[src/rtl/interval_timer_arbiter_pkg.sv]
// Shared types and defaults for the interval timer arbiter.
package itm_pkg;

   typedef enum logic [1:0] {
      IDLE  = 2'd0,
      LOAD  = 2'd1,
      COUNT = 2'd2,
      DONE  = 2'd3
   } itm_state_e;

   localparam int unsigned ITM_NUM_REQ = 4;
   localparam int unsigned ITM_WIDTH   = 4;

endpackage

[src/rtl/interval_timer_arbiter_counter.sv]
// Loadable up counter owned by the arbiter; priority rst > load > en.
module interval_up_counter
   import itm_pkg::*;
#(
   parameter int unsigned WIDTH = ITM_WIDTH
) (
   input  logic             clk,
   input  logic             rst,
   input  logic             load,
   input  logic             en,
   input  logic [WIDTH-1:0] data_in,
   output logic [WIDTH-1:0] data_out
);

   always_ff @(posedge clk) begin
      if (!rst) begin
         data_out <= '0;
      end else if (load) begin
         data_out <= data_in;
      end else if (en) begin
         data_out <= data_out + 1'b1;
      end
   end

endmodule

[src/rtl/interval_timer_arbiter.sv]
// Round-robin arbiter sharing one interval counter among NUM_REQ requesters.
module interval_timer_arbiter
   import itm_pkg::*;
#(
   parameter int unsigned NUM_REQ = ITM_NUM_REQ,
   parameter int unsigned WIDTH   = ITM_WIDTH
) (
   input  logic                     clk,
   input  logic                     rst,
   input  logic [NUM_REQ-1:0]       req,
   input  logic [NUM_REQ*WIDTH-1:0] interval,
   output logic [NUM_REQ-1:0]       grant,
   output logic [NUM_REQ-1:0]       done,
   output logic                     busy,
   output logic [WIDTH-1:0]         count
);

   localparam int unsigned IDX_W = (NUM_REQ > 1) ? $clog2(NUM_REQ) : 1;
   localparam logic [IDX_W-1:0] LAST_IDX = IDX_W'(NUM_REQ - 1);

   itm_state_e         state, state_next;
   logic [IDX_W-1:0]   idx, idx_next;
   logic [IDX_W-1:0]   ptr, ptr_next;
   logic [IDX_W-1:0]   cand, pick;
   logic               found;
   logic [NUM_REQ-1:0] grant_next, done_next;
   logic               cnt_load, cnt_en;
   logic [WIDTH-1:0]   load_value;

   assign load_value = ~interval[idx*WIDTH +: WIDTH];
   assign busy       = (state != IDLE);

   interval_up_counter #(.WIDTH(WIDTH)) u_counter (
      .clk      (clk),
      .rst      (rst),
      .load     (cnt_load),
      .en       (cnt_en),
      .data_in  (load_value),
      .data_out (count)
   );

   // Scan starts just past the last owner so every requester gets a turn.
   always_comb begin
      found = 1'b0;
      pick  = '0;
      cand  = '0;
      for (int unsigned k = 1; k <= NUM_REQ; k++) begin
         cand = IDX_W'((32'(ptr) + k) % NUM_REQ);
         if (!found && req[cand]) begin
            found = 1'b1;
            pick  = cand;
         end
      end
   end

   always_comb begin
      state_next = state;
      idx_next   = idx;
      ptr_next   = ptr;
      grant_next = grant;
      done_next  = '0;
      cnt_load   = 1'b0;
      cnt_en     = 1'b0;
      case (state)
         IDLE: begin
            if (found) begin
               state_next       = LOAD;
               idx_next         = pick;
               ptr_next         = pick;
               grant_next       = '0;
               grant_next[pick] = 1'b1;
            end
         end
         LOAD: begin
            cnt_load   = 1'b1;
            state_next = COUNT;
         end
         COUNT: begin
            // Abort outranks expiry: a dropped request never sees done.
            if (!req[idx]) begin
               state_next = IDLE;
               grant_next = '0;
            end else if (&count) begin
               state_next     = DONE;
               done_next[idx] = 1'b1;
            end else begin
               cnt_en = 1'b1;
            end
         end
         DONE: begin
            state_next = IDLE;
            grant_next = '0;
         end
         default: begin
            state_next = IDLE;
            grant_next = '0;
         end
      endcase
   end

   always_ff @(posedge clk) begin
      if (!rst) begin
         state <= IDLE;
         idx   <= '0;
         ptr   <= LAST_IDX;
         grant <= '0;
         done  <= '0;
      end else begin
         state <= state_next;
         idx   <= idx_next;
         ptr   <= ptr_next;
         grant <= grant_next;
         done  <= done_next;
      end
   end

endmodule

[config.mk]
export PLATFORM = sky130hd
export DESIGN_NAME = interval_timer_arbiter
export DESIGN_NICKNAME = d
export VERILOG_FILES = /design/src/rtl/interval_timer_arbiter_pkg.sv /design/src/rtl/interval_timer_arbiter_counter.sv /design/src/rtl/interval_timer_arbiter.sv
export SDC_FILE = /design/constraint.sdc
export NUM_CORES = 1
export LEC_CHECK = 0
export ABC_AREA = 0
export CELL_PAD_IN_SITES_DETAIL_PLACEMENT = 1
export CELL_PAD_IN_SITES_GLOBAL_PLACEMENT = 2
export CORE_ASPECT_RATIO = 1.1
export CORE_MARGIN = 5
export CORE_UTILIZATION = 29
export CTS_BUF_LIST = sky130_fd_sc_hd__clkbuf_8
export CTS_CLUSTER_SIZE = 8
export DETAILED_ROUTE_END_ITERATION = 8
export PLACE_DENSITY = 0.89
export SYNTH_ARGS = -nofsm -noshare
export SYNTH_HDL_FRONTEND = slang
export SYNTH_SLANG_ARGS = --single-unit
[constraint.sdc]
create_clock -name clk -period 2.6 [get_ports clk]
set_input_delay 0.52 -clock clk [delete_from_list [all_inputs] [get_ports clk]]
set_output_delay 0.52 -clock clk [all_outputs]
set_load 0.02 [all_outputs]
==> metrics, run 1 <==
Sink Count 18; Post-Synthesis Cells about 110; crit path launch type input port; dpl hpwl 2100 µm; Die X 65.8 µm; worst-skew pair later-pin latency 0.25 ns; top post-synthesis cells by count dfxtp_1 (18), nand2_1 (9), nor2_1 (7); power per cell area roughly 610 nW/µm²; cell taking the most area after synthesis dfxtp_1; Critical Path AT around 2.2 ns; worst vdd ir 0.000413 V; Setup Skew between 0.005 and 0.006 ns; Fin. Hold Viols 0; Max Fclk 0.479 GHz; 1st-iter DRT viols 23; Nets roughly 160; Vias 911; die height between 70 and 80 µm; routed wire length around 2600 µm; slew margin rel. 59.2%; H-tree Lvls 1; GRT Resource Usage Total 12.3%; Hold Buf Count CTS 0; Crit Path Max Fanout 6; drt pass-1 iters 4; Finished Layout Cells 186; # DRC 0; number of flops mapped to enable cells by yosys 0; setup bufs post-CTS 0; Synth cell types 44; Avg WL per Cell 14.0 µm; number of antenna violations at the first check in global routing 0; worst slew pin tran 0.596 ns; total negative slack 0 ns; Root Driver clkbuf_8; diode count 0; final setup vio count 0; crit path time final approximately 2.1 ns; fraction of final layout cells sized beyond drive strength 1 8.70%; max-capacitance violation count 0; IO Pins 35; CP Capture Type flip-flop; Area Overhead vs Synth 43.6%; first-pass GRT wire length 4510 µm; num rows 22; CORE AREA 3330 µm²; post-synthesis cell area 995 µm²; CTS buffer count 3; pin count of the biggest net entering global routing 19; port bufs 34; Syn Nets about 130; CTS tree done; post-cts sizing count 0; die area 4700 µm²; Worst-path clk slew 0.07 ns; Area contributors post-synth dfxtp_1 (36%), mux4_2 (9.1%), nand2_1 (3.4%); Synth Area per Inst 9.47 µm²; hold crit path type flip-flop to flip-flop; sequential element share of the synthesized area 36.2%; Multi-input gate area a little under 600 µm²; Synth Flop Type dfxtp_1; vias in the first global route 998; post-route ant nets 0; Final Cycle Share around four fifths; Data required, critical path 2.75 ns; Final Max Slew Viols 0; Yosys reg bits 18; RSZ-0062 raised after global routing false; crit path kind input port to flip-flop; P_leak 0.528 nW; Fill cells 402; status completed; gr ovfl total 0; vias per cell 4.90; Post-synth ARST share 0%; register area 360 µm²; top cell type's share of synthesized area 36.2%; total number of yosys warnings 0; clock buffer depth 2; GPL Wtd Cong 0.847; Placed Cells 182; starting density of the core ~30%; count leader, synth dfxtp_1
==> report_power, final <==
group,leakage [nW],switching (mW),internal (mW)
registers,0.148,0.0445,0.312
logic,0.351,0.141,0.156
clock network,0.0288,0.0888,0.134
==> worst max-delay path, stage by stage <==
cell             delay (ns)
clkdlybuf4s50_1        0.50
or4_1                  0.61
and2_1                 0.26
and3_1                 0.19
a22o_1                 0.17
==> placed cells by master (no fill, tap or decap), types with 2 or more instances in the layout <==
master and instances:
nor2_1 7, nand3b_1 4, clkbuf_8 4, nor2b_1 2, o21a_1 2, and4b_1 2
and3_1 3, a211oi_1 2, mux4_2 4, a21oi_1 3, o2bb2ai_1 2, mux2i_1 2
o21ai_1 2, nand3_1 4, nand2_1 9, o311a_1 2, dfxtp_1 18, clkdlybuf4s50_1 34
and2_1 2, nor3_1 3, a22o_1 2, a21boi_1 2, inv_1 3
==> final timing paths <==
kind | from | end | slack (ns) | depth (start not counted)
min reg2reg | idx[1] | idx[1] | 0.45 | 2
min | idx[1] | idx[1] | 0.45 | 2
max | req[3] | grant[2] | 0.51 | 5
max reg2reg | idx[1] | grant[0] | 0.88 | 5
==> cells by family after synthesis <==
group | count (synthesis) | share of synthesized area (%)
adder cells (fa/ha/maj) | 1 | 1.26
AND/OR/NAND/NOR | 43 | 23.9
flip-flops | 18 | 36.2
multiplexers | 8 | 13.6
buffers and inverters | 9 | 4.03
AO/OA/AOI/OAI | 26 | 21.0
==> layout make-up <==
type                       instances  area share (%)
clock buffer                       4            3.85
inverter                           3           0.788
multi-input combinational         78            41.6
sequential                        18            25.2
tap                               48            4.20
timing repair buffer              35            24.3
==> routing by layer <==
layer	part of all wire [%]	track usage, %	vias up
li1	-	-	463
met1	47	14.8	433
met2	48	20.8	13
met3	3.2	3.92	2
met4	0.96	3.23	0
met5	0	0	-
==> through the flow <==
| stage | util (%) | hold WS (ns) | cell area, µm² | total power [mW] | worst slack (ns) |
|---|---|---|---|---|---|
| 5_1_grt | 42.9 | 0.495 | 1430 | 0.943 | 0.449 |
| 4_1_cts | 42.9 | 0.462 | 1430 | 0.890 | 0.509 |
| 2_1_floorplan | - | 0.502 | 995 | 0.546 | 0.847 |
| 6_report | 42.9 | 0.454 | 1430 | 0.877 | 0.511 |
| 3_5_place_dp | 41.2 | 0.454 | 1370 | 0.663 | 0.249 |
| 3_3_place_gp | 41.2 | 0.440 | 1370 | 0.658 | 0.302 |
==> flip-flops by register name, indices dropped and copies added (netlist names) <==
register / cells
grant: 4
ptr: 2
u_counter.data_out: 4
idx: 2
state: 2
done: 4
Note: power is estimated with default switching activity, not from simulation.
==> run 2: changes to the inputs <==
--- a/config.mk
+++ b/config.mk
@@ -10,11 +10,11 @@
 export CELL_PAD_IN_SITES_GLOBAL_PLACEMENT = 2
 export CORE_ASPECT_RATIO = 1.1
 export CORE_MARGIN = 5
-export CORE_UTILIZATION = 29
+export CORE_UTILIZATION = 27
 export CTS_BUF_LIST = sky130_fd_sc_hd__clkbuf_8
 export CTS_CLUSTER_SIZE = 8
 export DETAILED_ROUTE_END_ITERATION = 8
-export PLACE_DENSITY = 0.89
+export PLACE_DENSITY = 0.84
 export SYNTH_ARGS = -nofsm -noshare
 export SYNTH_HDL_FRONTEND = slang
 export SYNTH_SLANG_ARGS = --single-unit
==> constraint.sdc (replaced) <==
create_clock -name clk -period 2.15 [get_ports clk]
set_input_delay 0.43 -clock clk [delete_from_list [all_inputs] [get_ports clk]]
set_output_delay 0.43 -clock clk [all_outputs]
set_load 0.02 [all_outputs]
==> run 2 against run 1 <==
Against the previous run: clock power increased by 4%; sequential power increased by 23%; first-iteration DRC count increased by 30%; combinational power increased by 28%; clock-buffer cell count decreased by 1; via count increased by 10%; die area increased by 6.3%; highest routed layer unchanged.
==> metrics, run 2 (synthesis gave the netlist of run 1 again) <==
status completed; Fin. Hold Viols 0; vias per cell 5.14; slew margin rel. 63.8%; CORE AREA 3600 µm²; drt pass-1 iters 4; GPL Wtd Cong 0.810; worst-skew pair later-pin latency 0.25 ns; Nets 170; reg-to-reg startpoint idx[0]; die height about 74 µm; Avg WL per Cell 15.4 µm; P_leak 0.559 nW; total negative slack 0 ns; Hold Buf Count CTS 0; gr ovfl total 0; vias in the first global route 1067; Sink Count 18; CTS buffer count 3; crit path time final between 1.5 and 2 ns; port bufs 34; Placed Area approximately 1400 µm²; diode count 0; Area Overhead vs Synth 48.7%; Max Fclk 0.512 GHz; Critical Path AT 2.10 ns; # DRC 0; Worst-path clk slew around 0.060 ns; H-tree Lvls 1; first-pass GRT wire length 4990 µm; Data required, critical path 2.30 ns; dpl hpwl 2460 µm; CP Capture Type flip-flop; Crit Path Max Fanout 5; Vias 1002; die area 5000 µm²; RSZ-0062 raised after global routing false; hold crit path type flip-flop to flip-flop; reg2reg end u_counter.data_out[0]; crit path kind input port to flip-flop; pin count of the biggest net entering global routing 12; CTS tree done; num rows 23; Final Max Slew Viols 0; Final Cycle Share 90.8%; crit path launch type input port; Overall Power 1.05 mW; power per cell area 710 nW/µm²; clock buffer depth 2; Fill cells 421; Worst Reg-to-Reg Cells 4; worst vdd ir 0.000199 V; routed wire length roughly 3000 µm; GRT Resource Usage Total 13.3%; commonest non-fill, non-tap cell in the layout clkdlybuf4s50_1; biggest regs done: 4 flops, grant: 4 flops, u_counter.data_out: 4 flops; number of antenna violations at the first check in global routing 0; Min-Delay Path Depth 1; 1st-iter DRT viols 30; post-route design area 1480 µm²; Register-to-Register Setup Slack ~0.40 ns; final setup vio count 0; starting density of the core 27.7%; post-route ant nets 0; Root Driver clkbuf_8; fraction of final layout cells sized beyond drive strength 1 a little over an eighth; IO Pins 35; commonest non-fill, non-tap cells in the layout clkdlybuf4s50_1 (34), dfxtp_1 (18), nand2_1 (9), buf_4 (9), nor2_1 (7); worst slew pin tran 0.541 ns; max-capacitance violation count 0; crit path capture grant[2]; Die X between 60 and 70 µm; Crit. Startpoint req[3]; Setup Skew approximately 0.00070 ns
[run 2: repair_timing]
action / in CTS / in global routing
gates resized for setup: 0 / 1
endpoints found under the setup margin: 0 / 2
buffers inserted: 0 / 0
[run 2: how the worst min path moves through the flow]
stage             start        to
5_1_grt        grant[1]  grant[1]
2_1_floorplan    ptr[0]    ptr[0]
3_5_place_dp   grant[1]  grant[1]
3_3_place_gp   grant[1]  grant[1]
6_report       grant[1]  grant[1]
4_1_cts        grant[1]  grant[1]
[run 2: worst max-delay path, stage by stage]
cell and delay (ns):
clkdlybuf4s50_1 0.47, or4_1 0.61, and2_1 0.25, and3_1 0.18, a22o_1 0.17
[run 2: per-stage QoR]
stage               hold WS [ns]  util [%]  worst slack (ns)  std cells
floorplan                  0.502         -             0.487        105
global placement           0.450      39.9           -0.0640        192
detailed placement         0.453      39.9           -0.0915        192
CTS                        0.474      41.1             0.175        195
global route               0.505      41.1             0.116        195
finish                     0.469      41.1             0.198        195
[run 2: final cells by class]
type | count | area (µm²) | share of cell area, %
multi-input combinational | 78 | 596 | 40.3
timing repair buffer | 43 | 408 | 27.6
sequential | 18 | 360 | 24.4
tap | 50 | 62.6 | 4.23
clock buffer | 3 | 41.3 | 2.79
inverter | 3 | 11.3 | 0.761
[run 2: per-layer routing]
layer	part of all wire, %	GRT usage (%)	vias up
met3	6.4	2.60	5
met5	0	0	-
met1	39	14.0	494
met4	2.0	6.40	0
met2	53	24.6	29
li1	-	-	474
[run 2: report_power, final]
part	total [mW]	internal [mW]	switching, mW	leakage (nW)
registers	0.438	0.377	0.0616	0.148
clock network	0.232	0.124	0.108	0.0216
logic	0.380	0.207	0.173	0.390
